[src/rtl/mips_pkg.sv]
// Shared MIPS decode definitions: opcodes, functs, ALU operation encoding and control bundle.
package mips_pkg;

    localparam logic [5:0] OP_RTYPE = 6'h00;
    localparam logic [5:0] OP_J     = 6'h02;
    localparam logic [5:0] OP_JAL   = 6'h03;
    localparam logic [5:0] OP_BEQ   = 6'h04;
    localparam logic [5:0] OP_BNE   = 6'h05;
    localparam logic [5:0] OP_ADDI  = 6'h08;
    localparam logic [5:0] OP_ADDIU = 6'h09;
    localparam logic [5:0] OP_SLTI  = 6'h0A;
    localparam logic [5:0] OP_SLTIU = 6'h0B;
    localparam logic [5:0] OP_ANDI  = 6'h0C;
    localparam logic [5:0] OP_ORI   = 6'h0D;
    localparam logic [5:0] OP_XORI  = 6'h0E;
    localparam logic [5:0] OP_LUI   = 6'h0F;
    localparam logic [5:0] OP_LW    = 6'h23;
    localparam logic [5:0] OP_SW    = 6'h2B;

    localparam logic [5:0] FN_SLL  = 6'h00;
    localparam logic [5:0] FN_SRL  = 6'h02;
    localparam logic [5:0] FN_SRA  = 6'h03;
    localparam logic [5:0] FN_JR   = 6'h08;
    localparam logic [5:0] FN_ADD  = 6'h20;
    localparam logic [5:0] FN_ADDU = 6'h21;
    localparam logic [5:0] FN_SUB  = 6'h22;
    localparam logic [5:0] FN_SUBU = 6'h23;
    localparam logic [5:0] FN_AND  = 6'h24;
    localparam logic [5:0] FN_OR   = 6'h25;
    localparam logic [5:0] FN_XOR  = 6'h26;
    localparam logic [5:0] FN_NOR  = 6'h27;
    localparam logic [5:0] FN_SLT  = 6'h2A;
    localparam logic [5:0] FN_SLTU = 6'h2B;

    localparam logic [4:0] REG_RA = 5'd31;

    typedef enum logic [3:0] {
        AluAdd, AluSub, AluAnd, AluOr, AluXor, AluNor, AluSlt, AluSltu,
        AluSll, AluSrl, AluSra, AluLui, AluPass
    } alu_op_t;

    typedef struct packed {
        logic reg_write;
        logic mem_read;
        logic mem_write;
        logic branch_eq;
        logic branch_ne;
        logic jump;
        logic link;
        logic illegal;
    } ctrl_t;

    typedef enum logic [1:0] {DstNone, DstRd, DstRt, DstRa} dst_sel_t;
    typedef enum logic [1:0] {ImmSign, ImmZero, ImmLui} imm_mode_t;

endpackage

[src/rtl/mips_ctrl_decode.sv]
// Combinational main decoder: opcode/funct to ALU op, control bits, destination and immediate mode.
module mips_ctrl_decode
    import mips_pkg::*;
(
    input  logic [5:0] opcode,
    input  logic [5:0] funct,
    output alu_op_t    aluOp,
    output ctrl_t      ctrl,
    output dst_sel_t   dstSel,
    output imm_mode_t  immMode,
    output logic       usesRs,
    output logic       usesRt
);

    always_comb begin
        aluOp        = AluPass;
        ctrl         = '0;
        ctrl.illegal = 1'b1;
        dstSel       = DstNone;
        immMode      = ImmSign;
        usesRs       = 1'b0;
        usesRt       = 1'b0;

        unique case (opcode)
            OP_RTYPE: begin
                ctrl.illegal   = 1'b0;
                ctrl.reg_write = 1'b1;
                dstSel         = DstRd;
                usesRs         = 1'b1;
                usesRt         = 1'b1;
                unique case (funct)
                    FN_ADD, FN_ADDU: aluOp = AluAdd;
                    FN_SUB, FN_SUBU: aluOp = AluSub;
                    FN_AND:          aluOp = AluAnd;
                    FN_OR:           aluOp = AluOr;
                    FN_XOR:          aluOp = AluXor;
                    FN_NOR:          aluOp = AluNor;
                    FN_SLT:          aluOp = AluSlt;
                    FN_SLTU:         aluOp = AluSltu;
                    // Constant shifts take their amount from shamt, never from rs.
                    FN_SLL: begin aluOp = AluSll; usesRs = 1'b0; end
                    FN_SRL: begin aluOp = AluSrl; usesRs = 1'b0; end
                    FN_SRA: begin aluOp = AluSra; usesRs = 1'b0; end
                    FN_JR: begin
                        ctrl.reg_write = 1'b0;
                        ctrl.jump      = 1'b1;
                        dstSel         = DstNone;
                    end
                    default: begin
                        ctrl.illegal   = 1'b1;
                        ctrl.reg_write = 1'b0;
                        dstSel         = DstNone;
                        usesRs         = 1'b0;
                        usesRt         = 1'b0;
                    end
                endcase
            end
            OP_ADDI, OP_ADDIU, OP_SLTI, OP_SLTIU, OP_ANDI, OP_ORI, OP_XORI, OP_LUI: begin
                ctrl.illegal   = 1'b0;
                ctrl.reg_write = 1'b1;
                dstSel         = DstRt;
                usesRs         = (opcode != OP_LUI);
                unique case (opcode)
                    OP_SLTI:  aluOp = AluSlt;
                    OP_SLTIU: aluOp = AluSltu;
                    OP_ANDI:  begin aluOp = AluAnd; immMode = ImmZero; end
                    OP_ORI:   begin aluOp = AluOr;  immMode = ImmZero; end
                    OP_XORI:  begin aluOp = AluXor; immMode = ImmZero; end
                    OP_LUI:   begin aluOp = AluLui; immMode = ImmLui;  end
                    default:  aluOp = AluAdd;
                endcase
            end
            OP_LW: begin
                ctrl.illegal   = 1'b0;
                ctrl.reg_write = 1'b1;
                ctrl.mem_read  = 1'b1;
                aluOp          = AluAdd;
                dstSel         = DstRt;
                usesRs         = 1'b1;
            end
            OP_SW: begin
                ctrl.illegal   = 1'b0;
                ctrl.mem_write = 1'b1;
                aluOp          = AluAdd;
                usesRs         = 1'b1;
                usesRt         = 1'b1;
            end
            OP_BEQ, OP_BNE: begin
                ctrl.illegal   = 1'b0;
                ctrl.branch_eq = (opcode == OP_BEQ);
                ctrl.branch_ne = (opcode == OP_BNE);
                aluOp          = AluSub;
                usesRs         = 1'b1;
                usesRt         = 1'b1;
            end
            OP_J: begin
                ctrl.illegal = 1'b0;
                ctrl.jump    = 1'b1;
            end
            OP_JAL: begin
                ctrl.illegal   = 1'b0;
                ctrl.jump      = 1'b1;
                ctrl.link      = 1'b1;
                ctrl.reg_write = 1'b1;
                dstSel         = DstRa;
            end
            default: ;
        endcase
    end

endmodule

[src/rtl/mips_decode_stage.sv]
// MIPS ID stage: register-file read with writeback bypass, load-use stall and the ID/EX register.
module mips_decode_stage
    import mips_pkg::*;
#(
    parameter int unsigned XLEN = 32,
    parameter int unsigned RA_W = 5
) (
    input  logic            clock,
    input  logic            reset_n,
    input  logic            if_valid,
    input  logic [XLEN-1:0] if_instr,
    input  logic [XLEN-1:0] if_pc,
    output logic            id_ready,
    output logic [RA_W-1:0] rf_rs_addr,
    output logic [RA_W-1:0] rf_rt_addr,
    input  logic [XLEN-1:0] rf_rs_data,
    input  logic [XLEN-1:0] rf_rt_data,
    input  logic            wb_we,
    input  logic [RA_W-1:0] wb_addr,
    input  logic [XLEN-1:0] wb_data,
    input  logic            flush,
    input  logic            ex_ready,
    output logic            ex_valid,
    output logic [XLEN-1:0] ex_pc,
    output logic [XLEN-1:0] ex_rs_val,
    output logic [XLEN-1:0] ex_rt_val,
    output logic [XLEN-1:0] ex_imm,
    output logic [4:0]      ex_shamt,
    output logic [RA_W-1:0] ex_dst,
    output logic [3:0]      ex_alu_op,
    output logic [7:0]      ex_ctrl
);

    logic [RA_W-1:0] rsAddr, rtAddr, rdAddr, dst;
    logic [XLEN-1:0] rsVal, rtVal, imm;
    alu_op_t         aluOp;
    ctrl_t           ctrl;
    dst_sel_t        dstSel;
    imm_mode_t       immMode;
    logic            usesRs, usesRt, hazard, exLoad, exValidD;

    logic            exValidQ;
    logic [XLEN-1:0] exPcQ, exRsValQ, exRtValQ, exImmQ;
    logic [4:0]      exShamtQ;
    logic [RA_W-1:0] exDstQ;
    alu_op_t         exAluOpQ;
    ctrl_t           exCtrlQ;

    assign rsAddr     = RA_W'(if_instr[25:21]);
    assign rtAddr     = RA_W'(if_instr[20:16]);
    assign rdAddr     = RA_W'(if_instr[15:11]);
    assign rf_rs_addr = rsAddr;
    assign rf_rt_addr = rtAddr;

    mips_ctrl_decode uCtrlDecode (
        .opcode  (if_instr[31:26]),
        .funct   (if_instr[5:0]),
        .aluOp   (aluOp),
        .ctrl    (ctrl),
        .dstSel  (dstSel),
        .immMode (immMode),
        .usesRs  (usesRs),
        .usesRt  (usesRt)
    );

    // A write landing this cycle is not yet visible in the regfile read data.
    always_comb begin
        rsVal = rf_rs_data;
        if (rsAddr == '0) begin
            rsVal = '0;
        end else if (wb_we && (wb_addr == rsAddr)) begin
            rsVal = wb_data;
        end
        rtVal = rf_rt_data;
        if (rtAddr == '0) begin
            rtVal = '0;
        end else if (wb_we && (wb_addr == rtAddr)) begin
            rtVal = wb_data;
        end
    end

    always_comb begin
        unique case (immMode)
            ImmZero: imm = {{(XLEN-16){1'b0}}, if_instr[15:0]};
            ImmLui:  imm = {if_instr[15:0], {(XLEN-16){1'b0}}};
            default: imm = {{(XLEN-16){if_instr[15]}}, if_instr[15:0]};
        endcase
        unique case (dstSel)
            DstRd:   dst = rdAddr;
            DstRt:   dst = rtAddr;
            DstRa:   dst = RA_W'(REG_RA);
            default: dst = '0;
        endcase
    end

    assign hazard = exValidQ && exCtrlQ.mem_read && (exDstQ != '0) &&
                    (((exDstQ == rsAddr) && usesRs) || ((exDstQ == rtAddr) && usesRt));
    assign id_ready = flush || (!hazard && (!exValidQ || ex_ready));

    always_comb begin
        exLoad   = 1'b0;
        exValidD = exValidQ;
        if (flush) begin
            exValidD = 1'b0;
        end else if (if_valid && id_ready) begin
            exLoad   = 1'b1;
            exValidD = 1'b1;
        end else if (ex_ready && (hazard || !if_valid)) begin
            exValidD = 1'b0;
        end
    end

    always_ff @(posedge clock or negedge reset_n) begin
        if (!reset_n) begin
            exValidQ <= 1'b0;
            exPcQ    <= '0;
            exRsValQ <= '0;
            exRtValQ <= '0;
            exImmQ   <= '0;
            exShamtQ <= '0;
            exDstQ   <= '0;
            exAluOpQ <= AluAdd;
            exCtrlQ  <= '0;
        end else begin
            exValidQ <= exValidD;
            if (exLoad) begin
                exPcQ    <= if_pc;
                exRsValQ <= rsVal;
                exRtValQ <= rtVal;
                exImmQ   <= imm;
                exShamtQ <= if_instr[10:6];
                exDstQ   <= dst;
                exAluOpQ <= aluOp;
                exCtrlQ  <= ctrl;
            end
        end
    end

    assign ex_valid  = exValidQ;
    assign ex_pc     = exPcQ;
    assign ex_rs_val = exRsValQ;
    assign ex_rt_val = exRtValQ;
    assign ex_imm    = exImmQ;
    assign ex_shamt  = exShamtQ;
    assign ex_dst    = exDstQ;
    assign ex_alu_op = exAluOpQ;
    assign ex_ctrl   = exCtrlQ;

endmodule

[config.mk]
export PLATFORM = sky130hd
export DESIGN_NAME = mips_decode_stage
export DESIGN_NICKNAME = d
export VERILOG_FILES = /design/src/rtl/mips_pkg.sv /design/src/rtl/mips_ctrl_decode.sv /design/src/rtl/mips_decode_stage.sv
export SDC_FILE = /design/constraint.sdc
export NUM_CORES = 1
export LEC_CHECK = 0
export BUFFER_PORTS_ARGS = -buffer_cell sky130_fd_sc_hd__buf_2
export CAP_MARGIN = 10
export CORE_MARGIN = 8
export CORE_UTILIZATION = 25
export CTS_CLUSTER_SIZE = 10
export DETAILED_ROUTE_END_ITERATION = 8
export REMOVE_ABC_BUFFERS = 1
export SYNTH_ARGS = -nofsm -noshare
export SYNTH_HDL_FRONTEND = slang
export SYNTH_HIERARCHICAL = 1
export SYNTH_SLANG_ARGS = --single-unit
export TNS_END_PERCENT = 1
[constraint.sdc]
create_clock -name clock -period 8.8 [get_ports clock]
set_input_delay 2.64 -clock clock [delete_from_list [all_inputs] [get_ports clock]]
set_output_delay 2.64 -clock clock [all_outputs]
set_load 0.02 [all_outputs]
## After elaboration in Yosys (flattened, before gate mapping)

Index checks and enable logic that the tools add are counted.

- Register bits: 151
- Input bits: 171
- Logic and storage cells: 123

- Equal/unequal tests: 37
- Multiplexer cells: 32
- Reductions and logical operators: 38

Operators by type and width:

| cell | count |
|---|---|
| 2-to-1 mux 32 bit | 4 |
| equality test 6 bit, second input constant | 12 |
| one-hot mux 32 bit (2 select lines) | 1 |
| equality test 6 x 4 -> 1 bit, second input constant | 9 |
| one-hot mux 4 bit (11 select lines) | 1 |
| OR reduction 14 bit | 2 |
| equality test 6 x 2 -> 1 bit, second input constant | 4 |
| one-hot mux 4 bit (6 select lines) | 1 |
| equality test 5 bit | 4 |
| one-hot mux 4 bit (4 select lines) | 1 |
| one-hot mux 5 bit (3 select lines) | 1 |
| 2-to-1 mux 1 bit | 14 |
| OR reduction 13 bit | 1 |
| equality test 6 x 3 -> 1 bit, second input constant | 2 |
| logical NOT 6 bit | 2 |
| OR reduction 11 bit | 1 |
| logical AND 1 bit | 10 |
| logical NOT 5 bit | 2 |
| OR reduction 10 bit | 1 |
| OR reduction 2 bit | 5 |
| OR reduction 9 bit | 1 |
| one-hot mux 1 bit (2 select lines) | 4 |
| OR reduction 8 bit | 1 |
| equality test 2 bit, second input constant | 3 |
| other kinds (12) | 20 |

## Logic depth before layout (Yosys ltp)

Gate-level depths: netlist of run 1.

- Depth after elaboration: 13
- Gate-level depth with buffers: 11
- Gate-level depth less buffers: 8

## Cells and area by module

The synthesis of run 1 kept the hierarchy.

By module, submodules not included:

| module | instances | cells an instance | area each (um^2) | seq. area each (um^2) |
|---|---|---|---|---|
| mips_decode_stage | 1 | 691 | 7449.6 | 3778.6 |
| mips_ctrl_decode | 1 | 84 | 489.2 | 0.0 |

## Worst setup path after synthesis of run 1

Ideal clock, no wire load.

- Path kind: input port to output port
- Start: in if_instr[31]
- End: out id_ready
- Arrival time: 4.357 ns
- Required time: 6.160 ns
- Slack: 1.803 ns
- Cell stages on the path: 9
- Path buffers: 1
- Cells stage by stage: buf_6 or4_4 nor2b_4 o21ai_0 o21ai_0 nand2_1 o22ai_1 a21oi_1 or2_2

- Longest elaborated chain between the ends: 9
- Elaborated cells between the ends (all ways): 26

RTL lines:

| item | line | source |
|---|---|---|
| from (decl) | mips_decode_stage.sv:11 | `input logic [XLEN-1:0] if_instr,` |
| equality test 6 x 4 -> 1 bit, or another cell as far along | mips_ctrl_decode.sv:24 | `unique case (opcode)` |
| OR reduction 8 bit / OR reduction 4 bit (equally long branches) | - |  |
| one-hot mux 1 bit (3 select lines) * | mips_ctrl_decode.sv:24 |  |
| named net usesRs | mips_decode_stage.sv:40 | `logic usesRs, usesRt, hazard, exLoad, exValidD;` |
| logical AND 1 bit * | mips_decode_stage.sv:97 | `(((exDstQ == rsAddr) && usesRs) \|\| ((exDstQ == rtAddr) && usesRt));` |
| logical OR 1 bit * | mips_decode_stage.sv:97 |  |
| logical AND 1 bit * | mips_decode_stage.sv:96 | `assign hazard = exValidQ && exCtrlQ.mem_read && (exDstQ != '0) &&` |
| logical NOT 1 bit * | mips_decode_stage.sv:98 | `assign id_ready = flush \|\| (!hazard && (!exValidQ \|\| ex_ready));` |
| logical AND 1 bit * | mips_decode_stage.sv:98 |  |
| logical OR 1 bit * | mips_decode_stage.sv:98 |  |
| to (decl) | mips_decode_stage.sv:13 | `output logic id_ready,` |

The timed path passes the listed nets; every way through them passes the cells marked *.

## Final worst setup path of run 1

- Start: in if_instr[29]
- End: out id_ready

The elaborated chain is that of the path after synthesis.

==> results of run 1 <==
==> area by class of cell <==
type | instances | area, um^2
clock buffers | 20 | 467
clock inverters | 12 | 140
fillers | 3250 | 20900
inverters | 41 | 154
multi-input cells | 510 | 3650
flip-flops and latches | 151 | 3780
well taps | 402 | 503
repair buffers | 344 | 1770
==> cells in the final DEF, fill, tap and decap left out, drive strengths merged, types with 3 or more instances in the layout <==
cell	Yosys	final
or4	3	3
xnor2	20	20
mux2i	33	33
and2	3	3
nand3	67	67
mux2	118	118
inv	41	46
clkbuf	43	20
nand4	4	4
nor4	5	5
o22ai	4	4
nor2b	6	6
o21ai	70	70
dfrtp	151	151
buf	30	344
nand2	28	28
nor2	22	22
nand2b	5	5
a21oi	91	91
nor3	5	5
clkinvlp	0	3
==> metrics by stage <==
stage	cells	worst slack, ps	util [%]
final	1480	1260	33.3
after global routing	1480	1060	33.3
after CTS	1480	1200	33.3
after detailed placement	1448	1200	31.4
after global placement	1448	1220	31.4
after floorplan	702	-824	-
==> critical path, cell delays in order <==
cell and delay, ps:
buf_2 190, or4_4 610, nor2b_4 180, o21ai_0 120, o21ai_0 120, nand2_1 70, o22ai_1 410, a21oi_1 110
or2_2 280, buf_2 170
==> kinds of logic (layout without fill, tap and decap cells) <==
| kind of cell | after synthesis | after routing | share of synthesized area [%] |
|---|---|---|---|
| XOR/XNOR | 20 | 20 | 2.21 |
| AND/OR/NAND/NOR | 155 | 155 | 9.80 |
| buffers and inverters | 114 | 417 | 6.56 |
| AO/OA/AOI/OAI | 182 | 182 | 12.6 |
| adder cells (fa/ha/maj) | 2 | 2 | 0.315 |
| multiplexers | 151 | 151 | 20.9 |
| flip-flops | 151 | 151 | 47.6 |
==> flip-flops by register name, summed over array words and instances, names as in the netlist <==
signal     count
ex_alu_op      4
ex_pc         32
ex_imm        32
ex_shamt       5
ex_valid       1
ex_ctrl        8
ex_dst         5
ex_rs_val     32
ex_rt_val     32
==> path summary, 6_finish.rpt <==
path	endpoint	slack, ps
max	id_ready	1260
min	ex_shamt[3]$_DFFE_PN0P_	480
max reg2reg	ex_rt_val[22]$_DFFE_PN0P_	5690
min reg2reg	ex_shamt[3]$_DFFE_PN0P_	480
max in group asynchronous	ex_valid$_DFFE_PN0P_	5100
min in group asynchronous	ex_shamt[4]$_DFFE_PN0P_	2210
==> routing by layer <==
metal / wire length (um) / share of wire [%] / up-vias / track usage, %
li1: - / - / 3289 / -
met1: 11900 / 41 / 3428 / 18.1
met2: 13500 / 46 / 368 / 23.9
met3: 2800 / 9.6 / 37 / 6.06
met4: 800 / 2.8 / 4 / 7.13
met5: 23 / 0.079 / - / 0
==> where the power goes <==
part	total [mW]	internal [mW]	switching, mW
clock network	0.759	0.445	0.315
logic	0.591	0.223	0.368
registers	0.874	0.812	0.0624
==> run_results.csv, run 1 <==
group,metric,value,unit
yosys,synth.cell_area,7940,um^2
yosys,ys_ff_latch,151,
route,vias,7126,
clocking,cts_hold_buf,0,
run_status,status,"finished clean",
yosys,synth.area.top_cells,"dfrtp_1, mux2_2, a21oi_1",
route,drc,0,
place,placed_area,9860,um^2
cells_and_area,design_area,10500,um^2
setup_path,worstPathRequired,6160,ps
clocking,clkLatencyLatePin,440,ps
setup_path,end_kind,"primary output",
clocking,clock_path_buffers,2,
power,vdd_ir_drop_max,0.171,mV
place,dpl.hpwl,20900,um
place,place_congestion,0.912,
sta,hold_viol,0,
yosys,ys_seq_area_share,47.6,%
clocking,cts_root_buf,"clkbuf_16",
cells_and_area,syn2layout_area_growth,31.9,%
yosys,synth.distinct_cells,46,
sta,setup_tns,0,ps
cells_and_area,nets,1238,
clocking,cts_htree_levels,4,
worst_hold_path,hold_depth,1,
grt,antenna_found_initial,2,
cells_and_area,drive_gt1_share,43.1,%
sta,rsz0062_at_grt,"no",
route,drtAntennaViolNets,0,
sta,drv_slew,0,
yosys,synth_edf_count,0,
setup_path,start_kind,"input port",
sta,worstMarginPinSlew,1080,ps
route,detail_route.vias_per_cell,4.81,
sta,setup_viol,0,
sta,period_share,85.7,%
setup_path,reg2reg_from,"ex_dst[0]$_DFFE_PN0P_",
setup_path,path_class,"in2out",
place,io_buffers,332,
power,leakage,4.82,nW
grt,grt_pass1_vias,7631,
route,drt_iter0_drc,348,
clocking,cts-resized-gates,0,
floorplan,ios,333,
worst_hold_path,worstHoldStart,"ex_shamt[3]$_DFFE_PN0P_",
floorplan,row_count,65,
grt,grt_pass1_wl,45100,um
clocking,cts_setup_buffers,0,
yosys,syn_area_per_cell,10.2,um^2
yosys,synth_top_area_share,47.6,%
yosys,syn_inst,775,
floorplan,start_util,25.3,%
route,drt_pass1_iterations,4,
clocking,clkSlewWorstSetupHoldPaths,70,ps
yosys,async_flop_share,100,%
power,powerDensity,213,nW/um^2
floorplan,die_x,194,um
floorplan,core_area,31400,um^2
sta,finClkSkew,9.62,ps
clocking,cts_sinks,151,
yosys,synth_common_cells,"dfrtp_1, a21oi_1, mux2_2",
setup_path,worstPathMaxFanout,14,
setup_path,setup.worst_path.start,"if_instr[29]",
route,wl_per_cell,19.6,um
grt,grt_max_degree,84,
floorplan,dieArea,37700,um^2
route,wl,29000,um
power,p_total,2.22,mW
yosys,synth-main-ff-cell,"dfrtp_1",
clocking,cts_inserted_buffers,17,
floorplan,die_h,194,um
worst_hold_path,min_path_type,"reg2reg",
grt,grt-ovfl-total,0,
yosys,yosysWarnings,6,
sta,max_freq,133,MHz
run,max_cap_violations,0,
yosys,synth_top_area_cell,"dfrtp_1",
clocking,cts_tree,"done",
sta,holdWs,478,ps
setup_path,rr_worst_depth,5,
sta,maxSlewHeadroom,27.9,%
sta,layout_min_cycle_time,7540,ps
grt,grt_usage,15.2,%
setup_path,worst_ep_arrival_time,4900,ps
cells_and_area,antenna_cells,0,
yosys,yosys.cell_count.top_type,"dfrtp_1",
(Power assumes the default switching activity.)
==> run 2: changes to the inputs <==
--- a/config.mk
+++ b/config.mk
@@ -15,5 +15,4 @@
 export SYNTH_ARGS = -nofsm -noshare
 export SYNTH_HDL_FRONTEND = slang
-export SYNTH_HIERARCHICAL = 1
 export SYNTH_SLANG_ARGS = --single-unit
 export TNS_END_PERCENT = 1
==> constraint.sdc (replaced) <==
create_clock -name clock -period 8.8 [get_ports clock]
set_input_delay 0.88 -clock clock [delete_from_list [all_inputs] [get_ports clock]]
set_output_delay 0.88 -clock clock [all_outputs]
set_load 0.02 [all_outputs]
==> run 2 against run 1 <==
Clock skew increased by 1.4 ps. Maximum frequency increased by 96%. Sequential power about the same. Critical path depth decreased by 1. Hold slack improved by 2.9 ps. Critical path type is now in2reg. Non-clock buffer count decreased by 5. Sequential share of layout area increased by 0.31 points. Routed wire length decreased by 14%. Clock power decreased by 2.9%. Largest cell class unchanged. Combinational power decreased by 4.4%.
==> run_results.csv, run 2 <==
group,metric,value,unit
grt,grt_pass1_wl,39100,um
route,drt_iter0_drc,226,
yosys,ys_seq_area_share,47.4,%
power,powerDensity,209,nW/um^2
cells_and_area,nets,1186,
sta,hold_viol,0,
sta,drv_slew,0,
route,vias,6380,
yosys,synth_top_area_cell,"dfrtp_1",
clocking,clkLatencyLatePin,430,ps
sta,maxSlewHeadroom,26.4,%
clocking,clkSlewWorstSetupHoldPaths,60,ps
cells_and_area,layout_commonest_cell,"buf_2",
cells_and_area,drive_gt1_share,40.6,%
yosys,synth_top_area_share,47.4,%
clocking,clock_path_buffers,2,
grt,grt_max_degree,84,
grt,grt_usage,13.0,%
sta,period_share,43.7,%
power,power.internal,1.46,mW
setup_path,path_class,"in2reg",
setup_path,worstPathMaxFanout,46,
setup_path,cp_common_cell,"buf_4",
clocking,cts_htree_levels,4,
grt,grt_pass1_vias,6822,
setup_path,start_kind,"input port",
cells_and_area,area.sequential,3780,um^2
cells_and_area,multiInputGateArea,3640,um^2
sta,worstMarginPinSlew,1100,ps
yosys,syn_inst,713,
setup_path,end_kind,"flip-flop",
power,switching_share,33.0,%
run,max_cap_violations,0,
route,drt_pass1_iterations,4,
cells_and_area,n_fill_cell,3258,
yosys,synth.distinct_cells,50,
floorplan,row_count,65,
setup_path,worst_ep_arrival_time,4170,ps
setup_path,cp_slowest_cell,"buf_4",
power,pwr-share-comb,26.0,%
floorplan,ios,333,
setup_path,critPathMaxStageDelay,700,ps
clocking,cts_sinks,151,
power,clockPowerShare,33.9,%
run_status,status,"finished clean",
route,drtAntennaViolNets,0,
clocking,cts_inserted_buffers,17,
worst_hold_path,min_path_type,"in2async",
yosys,synth.area.top_cells,"dfrtp_1, mux2i_1, mux2_1",
grt,grt-ovfl-total,0,
sta,timing.final.ws_setup,4950,ps
clocking,cts_tree,"done",
yosys,ys_ff_latch,151,
floorplan,die_h,194,um
floorplan,core_area,31500,um^2
setup_path,worstPathRequired,9120,ps
clocking,cts_hold_buf,0,
power,vdd_ir_drop_max,0.103,mV
setup_path,path_cells,"buf_2, or4_1, nor2_2, a32o_1, nand4_1, o211ai_4, buf_4, buf_4, mux2_2",
route,wl_per_cell,17.5,um
clocking,cts_setup_buffers,0,
place,place_congestion,0.882,
sta,max_freq,260,MHz
clocking,cts_root_buf,"clkbuf_16",
yosys,synth-main-ff-cell,"dfrtp_1",
sta,layout_min_cycle_time,3850,ps
route,detail_route.vias_per_cell,4.47,
floorplan,start_util,25.3,%
sta,rsz0062_at_grt,"no",
yosys,yosys.cell_count.top_type,"dfrtp_1",
setup_path,crit_family,"buffers and inverters",
sta,setup_viol,0,
yosys,synth.cell_area,7960,um^2
power,seq_power_share,40.1,%
cells_and_area,syn2layout_area_growth,30.3,%
cells_and_area,antenna_cells,0,
yosys,yosysWarnings,0,
sta,setup_tns,0,ps
setup_path,path_buf_inv,3,
place,io_buffers,332,
yosys,async_flop_share,100,%
cells_and_area,layout_common_cells,"buf_2, dfrtp_1, mux2i_1",
yosys,syn_area_per_cell,11.2,um^2
power,power_switching,0.717,mW
floorplan,die_x,194,um
power,leakage,5.15,nW
place,dpl.hpwl,19300,um
route,drc,0,
yosys,synth_common_cells,"dfrtp_1, mux2i_1, nor2_1",
yosys,synth_edf_count,0,
sta,finClkSkew,11.1,ps
route,wl,24900,um
place,dp_slack,4500,ps
clocking,cts-resized-gates,0,
floorplan,dieArea,37800,um^2
grt,antenna_found_initial,2,
[run 2: cell count changes in the layout (fill, tap and decap cells not counted), moves of 38 or more]
cell	previous run	this run
mux2i_1	33	97
a21oi_1	91	29
nor2_1	20	80
o21ai_0	70	10
nand3_1	67	9
mux2_2	79	39
mux2_1	39	77
[run 2: per-stage QoR]
step                area, um^2  power [mW]  hold WS, ps  cells  utilization [%]
floorplan                 7550        1.21          584    655                -
global placement          9790        1.45          469   1396             31.1
detailed placement        9790        1.46          475   1396             31.1
CTS                      10400        2.22          491   1428             33.0
global route             10400        2.29          505   1428             33.0
finish                   10400        2.17          480   1428             33.0
[run 2: worst paths after layout]
kind                                            from                   endpoint  slack [ps]  cells past startpoint
max                                     if_instr[28]  ex_rt_val[30]$_DFFE_PN0P_        4950                      9
min                                          reset_n      ex_pc[22]$_DFFE_PN0P_         480                      1
max reg2reg                    ex_dst[0]$_DFFE_PN0P_  ex_rt_val[30]$_DFFE_PN0P_        5580                      7
min reg2reg                ex_rs_val[18]$_DFFE_PN0P_  ex_rs_val[18]$_DFFE_PN0P_         480                      1
max in group asynchronous                    reset_n   ex_rs_val[0]$_DFFE_PN0P_        6890                      2
min in group clock         ex_rs_val[18]$_DFFE_PN0P_  ex_rs_val[18]$_DFFE_PN0P_         480                      1
[run 2: final cells by class]
| cell class | instances | area share, % |
|---|---|---|
| multi-input combinational | 465 | 35.1 |
| tap | 402 | 4.85 |
| sequential | 151 | 36.4 |
| inverter | 39 | 1.41 |
| clock buffer | 19 | 4.27 |
| clock inverter | 13 | 1.40 |
| timing repair buffer | 339 | 16.6 |
[run 2: layer usage]
| metal | wire (um) | global-route usage (%) |
|---|---|---|
| met5 | 22 | 0 |
| met4 | 484 | 4.87 |
| met3 | 1940 | 4.94 |
| met2 | 12200 | 21.8 |
| met1 | 10300 | 14.9 |
[run 2: kinds of logic (layout without fill, tap and decap cells)]
logic type / after synthesis / count (layout) / share of synthesized area, %
AO/OA/AOI/OAI: 64 / 64 / 4.92
XOR/XNOR: 20 / 20 / 2.20
adder cells (fa/ha/maj): 2 / 2 / 0.314
buffers and inverters: 97 / 410 / 7.02
flip-flops: 151 / 151 / 47.4
multiplexers: 213 / 213 / 28.6
AND/OR/NAND/NOR: 166 / 166 / 9.51
[run 2: power by group through the flow]
stage / Clock, mW / Combinational (mW) / Sequential [mW]
after floorplan: 0 / 0.173 / 1.03
after global placement: 0 / 0.568 / 0.880
after detailed placement: 0 / 0.576 / 0.885
after CTS: 0.771 / 0.577 / 0.873
after global routing: 0.795 / 0.611 / 0.888
final: 0.737 / 0.565 / 0.871
==> run 3: changes to the inputs <==
- ABC_AREA: unset -> 1
- clock period: 8.8 -> 3.38 ns (I/O delays scaled with it)
==> run 3 against run 2 <==
Cell count is 32% higher. Largest power group unchanged. Core utilization is 0.17 points lower. Critical path depth is 1 lower. Largest cell class is now multi-input gates. Power grew to 2.6 times the previous value.
==> run_results.csv, run 3 <==
group,metric,value,unit
yosys,async_flop_share,100,%
sta,timing.final.ws_setup,1040,ps
setup_path,rrSetupSlack,1340,ps
sta,period_share,69.3,%
sta,holdWs,165,ps
yosys,yosys.cell_count.top_type,"nand2_1",
worst_hold_path,min_path_type,"in2reg",
yosys,syn_inst,1147,
power,power.internal,3.66,mW
run_status,status,"finished clean",
route,drt_pass1_iterations,5,
power,p_total,5.72,mW
yosys,synth_common_cells,"nand2_1, nand4_1, dfrtp_1",
floorplan,dieArea,40900,um^2
yosys,synth_top_area_cell,"dfrtp_1",
cells_and_area,n_fill_cell,3753,
yosys,ys_seq_area_share,43.6,%
power,switching_share,36.1,%
sta,setup_tns,0,ps
power,power_switching,2.07,mW
cells_and_area,area.sequential,3780,um^2
grt,grt_pass1_vias,9596,
route,drc,0,
clocking,cts_inserted_buffers,17,
clocking,clkSlewWorstSetupHoldPaths,70,ps
sta,maxSlewHeadroom,48.0,%
yosys,synth.cell_area,8670,um^2
clocking,cts_sinks,151,
power,pwr-share-comb,26.3,%
place,place_congestion,0.823,
route,drtAntennaViolNets,0,
sta,setup_viol,0,
yosys,synth-main-ff-cell,"dfrtp_1",
route,wl_per_cell,18.8,um
cells_and_area,final_core_utilization,32.8,%
setup_path,worstPathMaxFanout,6,
power,vdd_ir_drop_max,0.321,mV
route,detail_route.vias_per_cell,5.09,
floorplan,ios,333,
yosys,synth.area.top_cells,"dfrtp_1, nand2_1, nand4_1",
clocking,cts_htree_levels,4,
place,io_buffers,332,
clocking,clkLatencyLatePin,430,ps
power,leakage,6.12,nW
sta,hold_viol,0,
cells_and_area,drive_gt1_share,28.6,%
yosys,synth_top_area_share,43.6,%
cells_and_area,layout_commonest_cell,"nand2_1",
grt,grt_usage,16.5,%
clocking,cts_tree,"done",
floorplan,core_area,34400,um^2
floorplan,row_count,68,
setup_path,critPathMaxStageDelay,460,ps
cells_and_area,layout_common_cells,"nand2_1, buf_2, nand4_1",
sta,worstMarginPinSlew,781,ps
yosys,ys_ff_latch,151,
route,wl,35400,um
clocking,cts_root_buf,"clkbuf_16",
sta,finClkSkew,9.49,ps
run,max_cap_violations,0,
sta,drv_slew,0,
route,vias,9601,
grt,grt_max_degree,151,
floorplan,die_x,202,um
setup_path,end_kind,"primary output",
floorplan,start_util,25.2,%
yosys,synth.distinct_cells,31,
grt,antenna_found_initial,6,
cells_and_area,nets,1584,
place,dp_slack,1060,ps
yosys,syn_area_per_cell,7.56,um^2
grt,grt_pass1_wl,54900,um
setup_path,path_class,"reg2out",
grt,grt-ovfl-total,0,
route,drt_iter0_drc,630,
place,dpl.hpwl,23900,um
cells_and_area,multiInputGateArea,4190,um^2
setup_path,start_kind,"flip-flop",
setup_path,cp_slowest_cell,"dfrtp_1",
power,seq_power_share,38.9,%
yosys,synth_edf_count,0,
setup_path,worstPathRequired,3040,ps
sta,rsz0062_at_grt,"no",
yosys,yosysWarnings,0,
power,powerDensity,507,nW/um^2
sta,layout_min_cycle_time,2340,ps
clocking,clock_path_buffers,2,
floorplan,die_h,202,um
cells_and_area,syn2layout_area_growth,30.1,%
setup_path,path_cells,"nor4_1, nand2_1, nand3_1, inv_1, nand2_1, inv_1, o21ai_0, buf_2",
sta,max_freq,427,MHz
setup_path,worst_ep_arrival_time,2000,ps
power,clockPowerShare,34.8,%
[run 3: cell types whose count changed after synthesis, sizes merged, moves of 64 or more]
cell,change
a21boi,+64
nand4,+216
mux2i,-97
mux2,-116
nand2,+392
[run 3: area by class of cell]
cell class | instances | share of cell area [%]
clock buffers | 17 | 3.77
diodes | 6 | 0.133
inverters | 56 | 1.89
repair buffers | 353 | 17.0
clock inverters | 15 | 1.49
well taps | 455 | 5.05
multi-input cells | 832 | 37.2
flip-flops and latches | 151 | 33.5
[run 3: power by group through the flow]
stage | Clock [mW] | Sequential [mW] | Combinational, mW
after floorplan | 0 | 2.57 | 0.463
after global placement | 0 | 2.25 | 1.50
after detailed placement | 0 | 2.26 | 1.51
after CTS | 2.07 | 2.23 | 1.52
after global routing | 2.12 | 2.26 | 1.64
final | 1.99 | 2.23 | 1.51
[run 3: path summary, 6_finish.rpt]
check | from | endpoint | depth (start not counted)
max | ex_dst[0]$_DFFE_PN0P_ | id_ready | 8
min | if_pc[23] | ex_pc[23]$_DFFE_PN0P_ | 3
max reg2reg | ex_dst[0]$_DFFE_PN0P_ | ex_pc[28]$_DFFE_PN0P_ | 8
max in group asynchronous | reset_n | ex_imm[21]$_DFFE_PN0P_ | 3
min reg2reg | ex_rt_val[8]$_DFFE_PN0P_ | ex_rt_val[8]$_DFFE_PN0P_ | 2
min in group asynchronous | reset_n | ex_rt_val[6]$_DFFE_PN0P_ | 2
[run 3: critical path, delay by kind of cell (launching register included)]
family                 cells  cell delay [ps]
DFF                        1              460
buffers and inverters      3              340
and+or+nand+nor            4              580
AOI/OAI and AO/OA          1              200
[run 3: timing repair]
action                                 4_1_cts  5_1_grt
endpoints found under the hold margin       61        0
gates resized for setup                      0        0
buffers inserted                             0        0
hold buffers                                 1        0
[run 3: per-layer routing]
metal	wire [um]	vias up	global-route usage (%)
li1	-	4458	-
met1	15100	4618	21.9
met2	16500	464	25.9
met3	2620	61	3.52
met4	1070	0	6.81
met5	0	-	0
[run 3: kinds of logic after synthesis]
family | count (synthesis) | synth area share, %
fa+ha+maj | 2 | 0.289
flops | 151 | 43.6
simple gates | 707 | 37.8
compound gates | 118 | 9.09
buf+inv | 164 | 8.75
xor+xnor | 5 | 0.505
[run 3: per-stage QoR]
step / std cells / area, um^2
2_1_floorplan: 1039 / 8120
3_3_place_gp: 1846 / 10700
4_1_cts: 1879 / 11300
6_report: 1885 / 11300
5_1_grt: 1885 / 11300
3_5_place_dp: 1846 / 10700
